**config.mk**
```make
export PLATFORM = sky130hd
export DESIGN_NAME = pipe_stage_reg
export DESIGN_NICKNAME = d
export VERILOG_FILES = /design/src/rtl/pipe_stage_reg.sv
export SDC_FILE = /design/constraint.sdc
export NUM_CORES = 1
export LEC_CHECK = 0
export CAP_MARGIN = 5
export CORE_MARGIN = 3
export CORE_UTILIZATION = 38
export CTS_CLUSTER_SIZE = 30
export DETAILED_ROUTE_END_ITERATION = 7
export PLACE_DENSITY = 0.89
export SKIP_CTS_REPAIR_TIMING = 1
export SLEW_MARGIN = 0
export SYNTH_ARGS = -nofsm -noshare
export SYNTH_HDL_FRONTEND = slang
export SYNTH_SLANG_ARGS = --single-unit
```
**constraint.sdc**
```tcl
create_clock -name clk -period 3.35 [get_ports clk]
set_clock_uncertainty 0.2 [all_clocks]
set_input_delay 0.67 -clock clk [delete_from_list [all_inputs] [get_ports clk]]
set_output_delay 0.67 -clock clk [all_outputs]
set_load 0.01 [all_outputs]
```
**src/rtl/pipe_stage_reg.sv**
```systemverilog
// Inter-stage pipeline register (PC, instruction, dest address, write data, valid) with stall/flush.
// Define PIPE_REG_PERF_EN to add saturating stall and bubble performance counters.
module pipe_stage_reg #(
   parameter int          DATA_W           = 32,
   parameter int          ADDR_W           = 5,
   parameter logic [31:0] PC_RESET         = 32'h0000_3000,
   parameter bit          KEEP_PC_ON_FLUSH = 1'b1
) (
   input  logic              clk,
   input  logic              reset,
   input  logic              stall,
   input  logic              flush,
   input  logic              valid_i,
   input  logic [31:0]       pc_i,
   input  logic [31:0]       instr_i,
   input  logic [ADDR_W-1:0] wa_i,
   input  logic [DATA_W-1:0] wd_i,
   output logic              valid_o,
   output logic [31:0]       pc_o,
   output logic [31:0]       instr_o,
   output logic [ADDR_W-1:0] wa_o,
   output logic [DATA_W-1:0] wd_o,
   output logic [31:0]       stall_cnt_o,
   output logic [31:0]       bubble_cnt_o
);

   // Control semantics: priority is reset > flush > stall > load. A flush inserts a
   // bubble even when stalled; a stall freezes every field including valid_o.
   always_ff @(posedge clk) begin
      if (reset) begin
         valid_o <= 1'b0;
         pc_o    <= PC_RESET;
         instr_o <= '0;
         wa_o    <= '0;
         wd_o    <= '0;
      end else if (flush) begin
         valid_o <= 1'b0;
         pc_o    <= KEEP_PC_ON_FLUSH ? pc_i : PC_RESET;
         instr_o <= '0;
         wa_o    <= '0;
         wd_o    <= '0;
      end else if (!stall) begin
         valid_o <= valid_i;
         pc_o    <= pc_i;
         // A bubble never carries a write-back address or an instruction downstream.
         instr_o <= valid_i ? instr_i : '0;
         wa_o    <= valid_i ? wa_i : '0;
         wd_o    <= wd_i;
      end
   end

`ifdef PIPE_REG_PERF_EN
   logic [31:0] stall_cnt_q;
   logic [31:0] bubble_cnt_q;
   logic        stall_evt;
   logic        bubble_evt;

   assign stall_evt  = !flush && stall;
   assign bubble_evt = flush || (!stall && !valid_i);

   always_ff @(posedge clk) begin
      if (reset) begin
         stall_cnt_q  <= '0;
         bubble_cnt_q <= '0;
      end else begin
         if (stall_evt && (stall_cnt_q != 32'hFFFF_FFFF))
            stall_cnt_q <= stall_cnt_q + 32'd1;
         if (bubble_evt && (bubble_cnt_q != 32'hFFFF_FFFF))
            bubble_cnt_q <= bubble_cnt_q + 32'd1;
      end
   end

   assign stall_cnt_o  = stall_cnt_q;
   assign bubble_cnt_o = bubble_cnt_q;
`else
   assign stall_cnt_o  = 32'h0;
   assign bubble_cnt_o = 32'h0;
`endif

endmodule
```
=== After elaboration in Yosys (flattened, before gate mapping) ===
Index checks and enable logic that the tools add are counted.

* Register bits: 102
* Latch bits: 0
* Bits in writable memories: 0
* Memory bits (read-only): 0
* Input port bits: 106
* Output and inout bits: 166
* Word-level logic and storage cells: 11
* Memories: 0

* Add/subtract/negate cells: 0
* $mul: 0
* Div/mod/pow operators: 0
* Magnitude comparators: 0
* Eq/ne operators: 1
* Shift operators: 0
* Multiplexer cells: 4
* Bitwise gates (word level): 0
* Reductions and logical operators: 1

{| class="wikitable"
|+ Operators by type and width
! operator !! count
|-
| 2-to-1 mux 32 bit || 3
|-
| 2-to-1 mux 5 bit || 1
|-
| != test 2 x 1 -> 1 bit, second input constant || 1
|-
| OR reduction 2 bit || 1
|}

=== Logic depth before layout (Yosys ltp) ===
Gate-level depths: netlist (run 1).

* Depth in word-level cells: 2
* Depth in mapped cells: 6
* Depth with buffers taken out: 3

=== Least setup slack after synthesis (run 1) ===
No wires, ideal clock.

* Kind: input to register
* From: input port stall
* To: register pc_o[12]
* Library setup time: 0.122 ns
* Data arrival time: 1.310 ns
* Data required time: 3.028 ns
* Slack: 1.718 ns
* Cell stages on the path: 6
* Path buffers: 3
* Cell sequence: buf_4 > nor2b_1 > buf_4 > buf_6 > nand2_1 > nand3b_1

* Longest elaborated chain between the ends: 1

{| class="wikitable"
|+ RTL lines
! what !! RTL line !! RTL
|-
| start: declaration || 11 || <nowiki>input logic stall,</nowiki>
|-
| != test 2 x 1 -> 1 bit (no line) || n/a ||
|-
| end signal: assignment || 38 || <nowiki>pc_o <= KEEP_PC_ON_FLUSH ? pc_i : PC_RESET;</nowiki>
|-
| end signal: assignment || 44 || <nowiki>pc_o <= pc_i;</nowiki>
|-
| end: declaration || 19 || <nowiki>output logic [31:0] pc_o,</nowiki>
|}

Every way passes these cells.
A chain may end at the register's enable or synchronous reset.

=== Worst setup path after layout (run 1) ===
* From: input port flush
* To: register instr_o[27]

* Longest elaborated chain between the ends: 1

{| class="wikitable"
|+ RTL lines
! what !! RTL line !! RTL
|-
| start: declaration || 12 || <nowiki>input logic flush,</nowiki>
|-
| OR reduction 2 bit (no line) || n/a ||
|-
| end signal: assignment || 46 || <nowiki>instr_o <= valid_i ? instr_i : '0;</nowiki>
|-
| end: declaration || 20 || <nowiki>output logic [31:0] instr_o,</nowiki>
|}

Every way passes these cells.

==> metrics.md, run 1 <==
| Metric | Value |
|---|---|
| DRT Wirelength | approximately 11000 µm |
| I/O Pins | around 270 |
| Number of max-cap violations | 0 |
| CP Launch Type | input port |
| Worst-margin pin slew | ~1.0 ns |
| # port buffers | 207 |
| Core Area | between 9000 and 10000 µm² |
| P_int | 1.84 mW |
| Comb power frac | 16.6% |
| Final setup vio count | 0 |
| HPWL after DPL | 8380 µm |
| Clk slew on worst S/H paths | 0.09 ns |
| Most common cell after layout, fill and taps aside | clkdlybuf4s50_1 |
| Hold Vio Cnt, Final | 0 |
| Placement Rows | 36 |
| Req. time, crit path | 3.39 ns |
| Hold Startpoint | pc_o[6] |
| Static leakage | 2.45 nW |
| Total track usage | 17.7% |
| Drt pass-1 iters | 4 |
| Most frequent cells in the layout | clkdlybuf4s50_1, dfxtp_1, nor2_1 |
| Slew Viols, Final | 0 |
| Initial antenna violation count | 0 |
| Post-synth top area cell | dfxtp_1 |
| Worst r2r src | wa_o[0] |
| Setup_tns | 0 ns |
| Area grow syn2layout | 51.5% |
| Kind of critical path | input port to register |
| RSZ-0062 raised after global routing | false |
| Die height | 109 µm |
| Post-Syn Area per Cell | 9.16 µm² |
| Synth cell types | 17 |
| Flop and latch count out of synthesis | between 100 and 150 |
| Vias per cell | approximately 4.6 |
| Fin area | 6070 µm² |
| Crit-path leading delay family | simple AND/OR/NAND/NOR gates |
| Ranking of synthesized cells by area | dfxtp_1, buf_4, mux2i_1 |
| CP bufs+invs | 2 |
| CTS tree | built |
| P_sw | 626 µW |
| Hold Slack | 0.254 ns |
| Yosys Warn Count | 0 |
| Reg power frac | 52.0% |
| GP Congestion | 0.742 |
| Most crowded layer after global routing | met2 |
| Fmax | 419 MHz |
| Grt total ovfl | 0 |
| Fillers | 817 |
| Final min period | approximately 2.4 ns |
| Drc violations | 0 |
| Fin util | 60.7% |
| DR WL/cell | 14.3 µm |
| Max Buffers Root-to-Sink | 2 |
| Register area | 2040 µm² |
| Total CTS buffers | 9 |
| Die area | around 12000 µm² |
| Post-route ant nets | 0 |
| CP peak stage delay | 0.80 ns |
| Clock root cell | clkbuf_8 |
| Syn Inst Count | about 440 |
| Peak supply drop | 265 µV |
| Netlist Area Pre-Place | 4010 µm² |
| Die Width | about 110 µm |
| Initial Util | 40.1% |
| Global-route wire length before repair | 16500 µm |
| H-tree levels | 3 |
| Clock group share of total power | a little under a third |
| Critical path capture point type | register |
| NumNets Final | 737 |
| Min-delay worst type | register to register |
| Crit path cell chain | clkdlybuf4s50_1 -> or2_2 -> buf_4 -> nor2_1 |
| GR Util met2 | 31.9% |
| Share of the synthesized area in the top cell type | around 51% |
| Status | completed |
| Period utilization | 71.2% |
| CP arrival | 2.43 ns |
| Crit path from | flush |
| Worst relative slew slack | 31.1% |
| Net Sw Frac | between 20 and 30% |
| Multi-input logic area | 1540 µm² |
| Crit-path slowest cell | or2_2 |
| DR vias | approximately 3500 |
| Met1 usage in global routing | between 10% and 20% |
| ANT cells | 0 |
| Largest net degree at the start of global routing | between 50 and 60 |
| CP max FO | 57 |
| Share of layout cells above drive strength 1 | 4.09% |
| 1st-iter DRT viols | 163 |
| TritonCTS Sinks | 102 |
| GR Layer Usage met3 | 7.34% |
| DP Area | between 5000 and 6000 µm² |
| Power per cell area | 406 nW/µm² |
| Skew-Pair Late Insertion Delay | 0.35 ns |
| Sequential element share of the synthesized area | 51.0% |
| Vias in the first global route | 3493 |
[final timing paths]
check	end	slack (ns)	depth (start not counted)
max	instr_o[27]	0.97	4
min	pc_o[6]	0.25	2
max reg2reg	wa_o[0]	2.42	2
min reg2reg	pc_o[6]	0.25	2
[state kept, by name (all words and copies together), names as in the netlist]
name     count
wa_o         5
pc_o        32
valid_o      1
wd_o        32
instr_o     32
[power by group through the flow]
stage / Sequential, mW / Combinational, mW / Clock [mW]
6_report: 1.28 / 0.410 / 0.774
5_1_grt: 1.29 / 0.447 / 0.854
4_1_cts: 1.28 / 0.412 / 0.800
3_5_place_dp: 1.31 / 0.410 / 0
3_3_place_gp: 1.31 / 0.402 / 0
2_1_floorplan: 1.33 / 0.211 / 0
[cells by family after synthesis]
| logic type | synth area share (%) |
|---|---|
| simple gates | 13.6 |
| mux | 8.00 |
| flops | 51.0 |
| other cells | 0.0936 |
| compound gates | 10.8 |
| buf+inv | 16.5 |
[cell type report]
type	count	share of cell area [%]
well taps	133	2.74
repair buffers	214	34.9
clock inverters	6	1.15
multi-input cells	304	25.4
clock buffers	10	2.10
flip-flops and latches	102	33.7
[metal layers]
layer	vias to the layer above	part of all wire [%]
met1	1638	35
met2	168	52
met3	14	10
li1	1694	-
met4	0	2.2
met5	-	0
[cells in the mapped netlist]
library cell	count
buf_6	5
or2_1	1
a21oi_1	31
nand2_1	64
nand2b_1	1
buf_2	15
dfxtp_1	102
conb_1	1
nor2_1	70
mux2i_1	32
buf_1	1
a22oi_1	37
nor2b_1	1
buf_4	67
clkbuf_1	6
nor2b_2	1
nand3b_1	2
[through the flow]
step           total power [mW]  setup slack, ns  cells
6_report                   2.47            0.966    769
5_1_grt                    2.59            0.851    769
4_1_cts                    2.49            0.948    769
3_5_place_dp               1.72            0.561    753
3_3_place_gp               1.71            0.640    753
2_1_floorplan              1.54             1.72    500
[worst min-delay path, cell delays in order (launching register included)]
cell     delay [ns]
dfxtp_1        0.32
nand2_1        0.05
a21oi_1        0.05
No activity file was read; power rests on OpenSTA's default activity.
==> run 2, diff against run 1 <==
- CORE_UTILIZATION: 38 -> 36
- PLACE_DENSITY: 0.89 -> 0.85
- clock period: 3.35 -> 2.2 ns (I/O delays scaled with it)
==> run 2 against run 1 <==
  * Sequential share of layout area decreased by 0.30 points
  * Global-route usage fell by 0.42 points
  * Register-to-register slack got worse by 1.2 ns
  * Die area rose by 5.2%
  * Via count did not move
  * Non-clock buffer count rose by 1
  * Utilization shrank 2.7 points
  * Combinational power increased by 55%
  * Largest cell class unchanged
==> metrics.md, run 2 (synthesized netlist as in run 1, its figures left out) <==
| Metric | Value |
|---|---|
| Drt pass-1 iters | 7 (+3) |
| RSZ-0062 raised after global routing | false |
| TritonCTS Sinks | 102 (unchanged) |
| Final min period | 1.93 ns |
| Core Area | 10600 µm² (+5.6%) |
| Critical path capture point type | output pin |
| Most frequent cells in the layout | clkdlybuf4s50_1, dfxtp_1, nor2_1 |
| Static leakage | 2.48 nW (+1.0%) |
| Total CTS buffers | 9 (unchanged) |
| Fin area | 6120 µm² (+0.91%) |
| NumNets Final | 738 (+0.14%) |
| HPWL after DPL | 8570 µm (+2.3%) |
| Clk slew on worst S/H paths | 0.09 ns (about the same) |
| Post-route ant nets | 0 (unchanged) |
| Placement Rows | 37 (+2.8%) |
| Grt total ovfl | 0 (unchanged) |
| Clock root cell | clkbuf_8 |
| Kind of critical path | register to output pin |
| Die height | 111 µm (+2.6%) |
| Die area | 12400 µm² (+5.2%) |
| Fmax | 518 MHz |
| CP peak stage delay | 0.56 ns (-0.24 ns) |
| H-tree levels | 3 (unchanged) |
| # port buffers | 207 (unchanged) |
| DRT Wirelength | 11100 µm (+1.2%) |
| CP Launch Type | register |
| Number of max-cap violations | 0 (unchanged) |
| Total track usage | 17.3% (-0.42 points) |
| Hold Startpoint | pc_o[6] |
| DP Area | 5920 µm² (+0.83%) |
| Largest net degree at the start of global routing | 53 (-8.6%) |
| CTS tree | built |
| Crit-path leading delay family | buffers and inverters |
| DR WL/cell | 14.4 µm (+0.72%) |
| I/O Pins | 272 (unchanged) |
| Share of layout cells above drive strength 1 | 4.40% (+0.31 points) |
| GP Congestion | 0.773 (+4.2%) |
| Setup_tns | 0 ns (unchanged) |
| Hold Slack | 0.258 ns (+0.00408 ns) |
| Vias per cell | 4.55 (-0.52%) |
| Initial antenna violation count | 0 (unchanged) |
| Status | completed |
| Crit path cell chain | clkdlybuf4s50_1 |
| Fillers | 922 (+13%) |
| Regs by FF count | instr_o x32, pc_o x32, wd_o x32 |
| Crit-path slowest cell | clkdlybuf4s50_1 |
| Power per cell area | 621 nW/µm² (+53%) |
| Min-delay worst type | register to register |
| ANT cells | 0 (unchanged) |
| Req. time, crit path | 1.56 ns (-1.83 ns) |
| Worst r2r src | instr_o[7] |
| Slew Viols, Final | 0 (unchanged) |
| Skew-Pair Late Insertion Delay | 0.36 ns (about the same) |
| Hold Vio Cnt, Final | 0 (unchanged) |
| CP bufs+invs | 1 (-1) |
| Fin util | 58.0% (-2.7 points) |
| Vias in the first global route | 3500 (+0.20%) |
| Multi-input logic area | 1540 µm² (unchanged) |
| Register area | 2040 µm² (unchanged) |
| Max Buffers Root-to-Sink | 2 (unchanged) |
| Final setup vio count | 0 (unchanged) |
| Drc violations | 0 (unchanged) |
| CP arrival | 1.29 ns (-1.14 ns) |
| 1st-iter DRT viols | 190 (+17%) |
| Initial Util | 37.9% (-2.1 points) |
| Global-route wire length before repair | 17600 µm (+6.9%) |
| Most common cell after layout, fill and taps aside | clkdlybuf4s50_1 |
| Crit path from | wd_o[31] |
| CP max FO | 2 (-96%) |
| Area grow syn2layout | 52.9% |
| DR vias | 3514 (unchanged) |
| Worst R2R Setup Slack | 1.27 ns (-1.15 ns) |
| Period utilization | 87.8% |
| Peak supply drop | 335 µV (+27%) |
| Die Width | 111 µm (+2.6%) |
==> run 2: cell types whose count changed in the layout (fill, tap and decap cells not counted), sizes merged <==
cell      delta
clkinv       +1
clkbuf       -1
clkinvlp     -1
inv          +1
buf          +1
==> run 2: worst paths after layout <==
check                             endpoint  depth (start not counted)
worst min register to register     pc_o[6]                          2
worst max register to register  instr_o[7]                          2
worst min-delay path               pc_o[6]                          2
worst max-delay path              wd_o[31]                          1
==> run 2: area by class of cell <==
cell class,instances,share of cell area (%)
well taps,136,2.78
multi-input cells,304,25.2
flip-flops and latches,102,33.4
clock inverters,7,1.31
clock buffers,9,2.02
repair buffers,215,35.4
==> run 2: worst reg2reg max path, delay by kind of cell, from the launching register on <==
kind	cells	cell delay [ns]
flops	1	0.34
simple gates	1	0.07
compound gates	1	0.21
==> run 2: metal layers <==
metal  up-vias  global-route usage (%)  routed length [µm]
met3        14                    7.23                1120
li1       1693                       -                   -
met2       183                    31.0                5790
met1      1624                    18.5                4010
met4         0                    5.52                 190
met5         -                       0                   0
==> run 2: metrics by stage <==
step	setup WS [ns]	cells	power (mW)
after global placement	0.291	757	2.61
final	0.268	773	3.80
after CTS	0.246	773	3.84
after floorplan	0.798	500	2.35
after global routing	0.188	773	3.98
after detailed placement	0.288	757	2.63
==> run 2: power by group <==
part | switching (mW) | internal, mW | total (mW)
sequential | 0.0367 | 1.92 | 1.95
combinational | 0.277 | 0.359 | 0.636
clock | 0.670 | 0.543 | 1.21
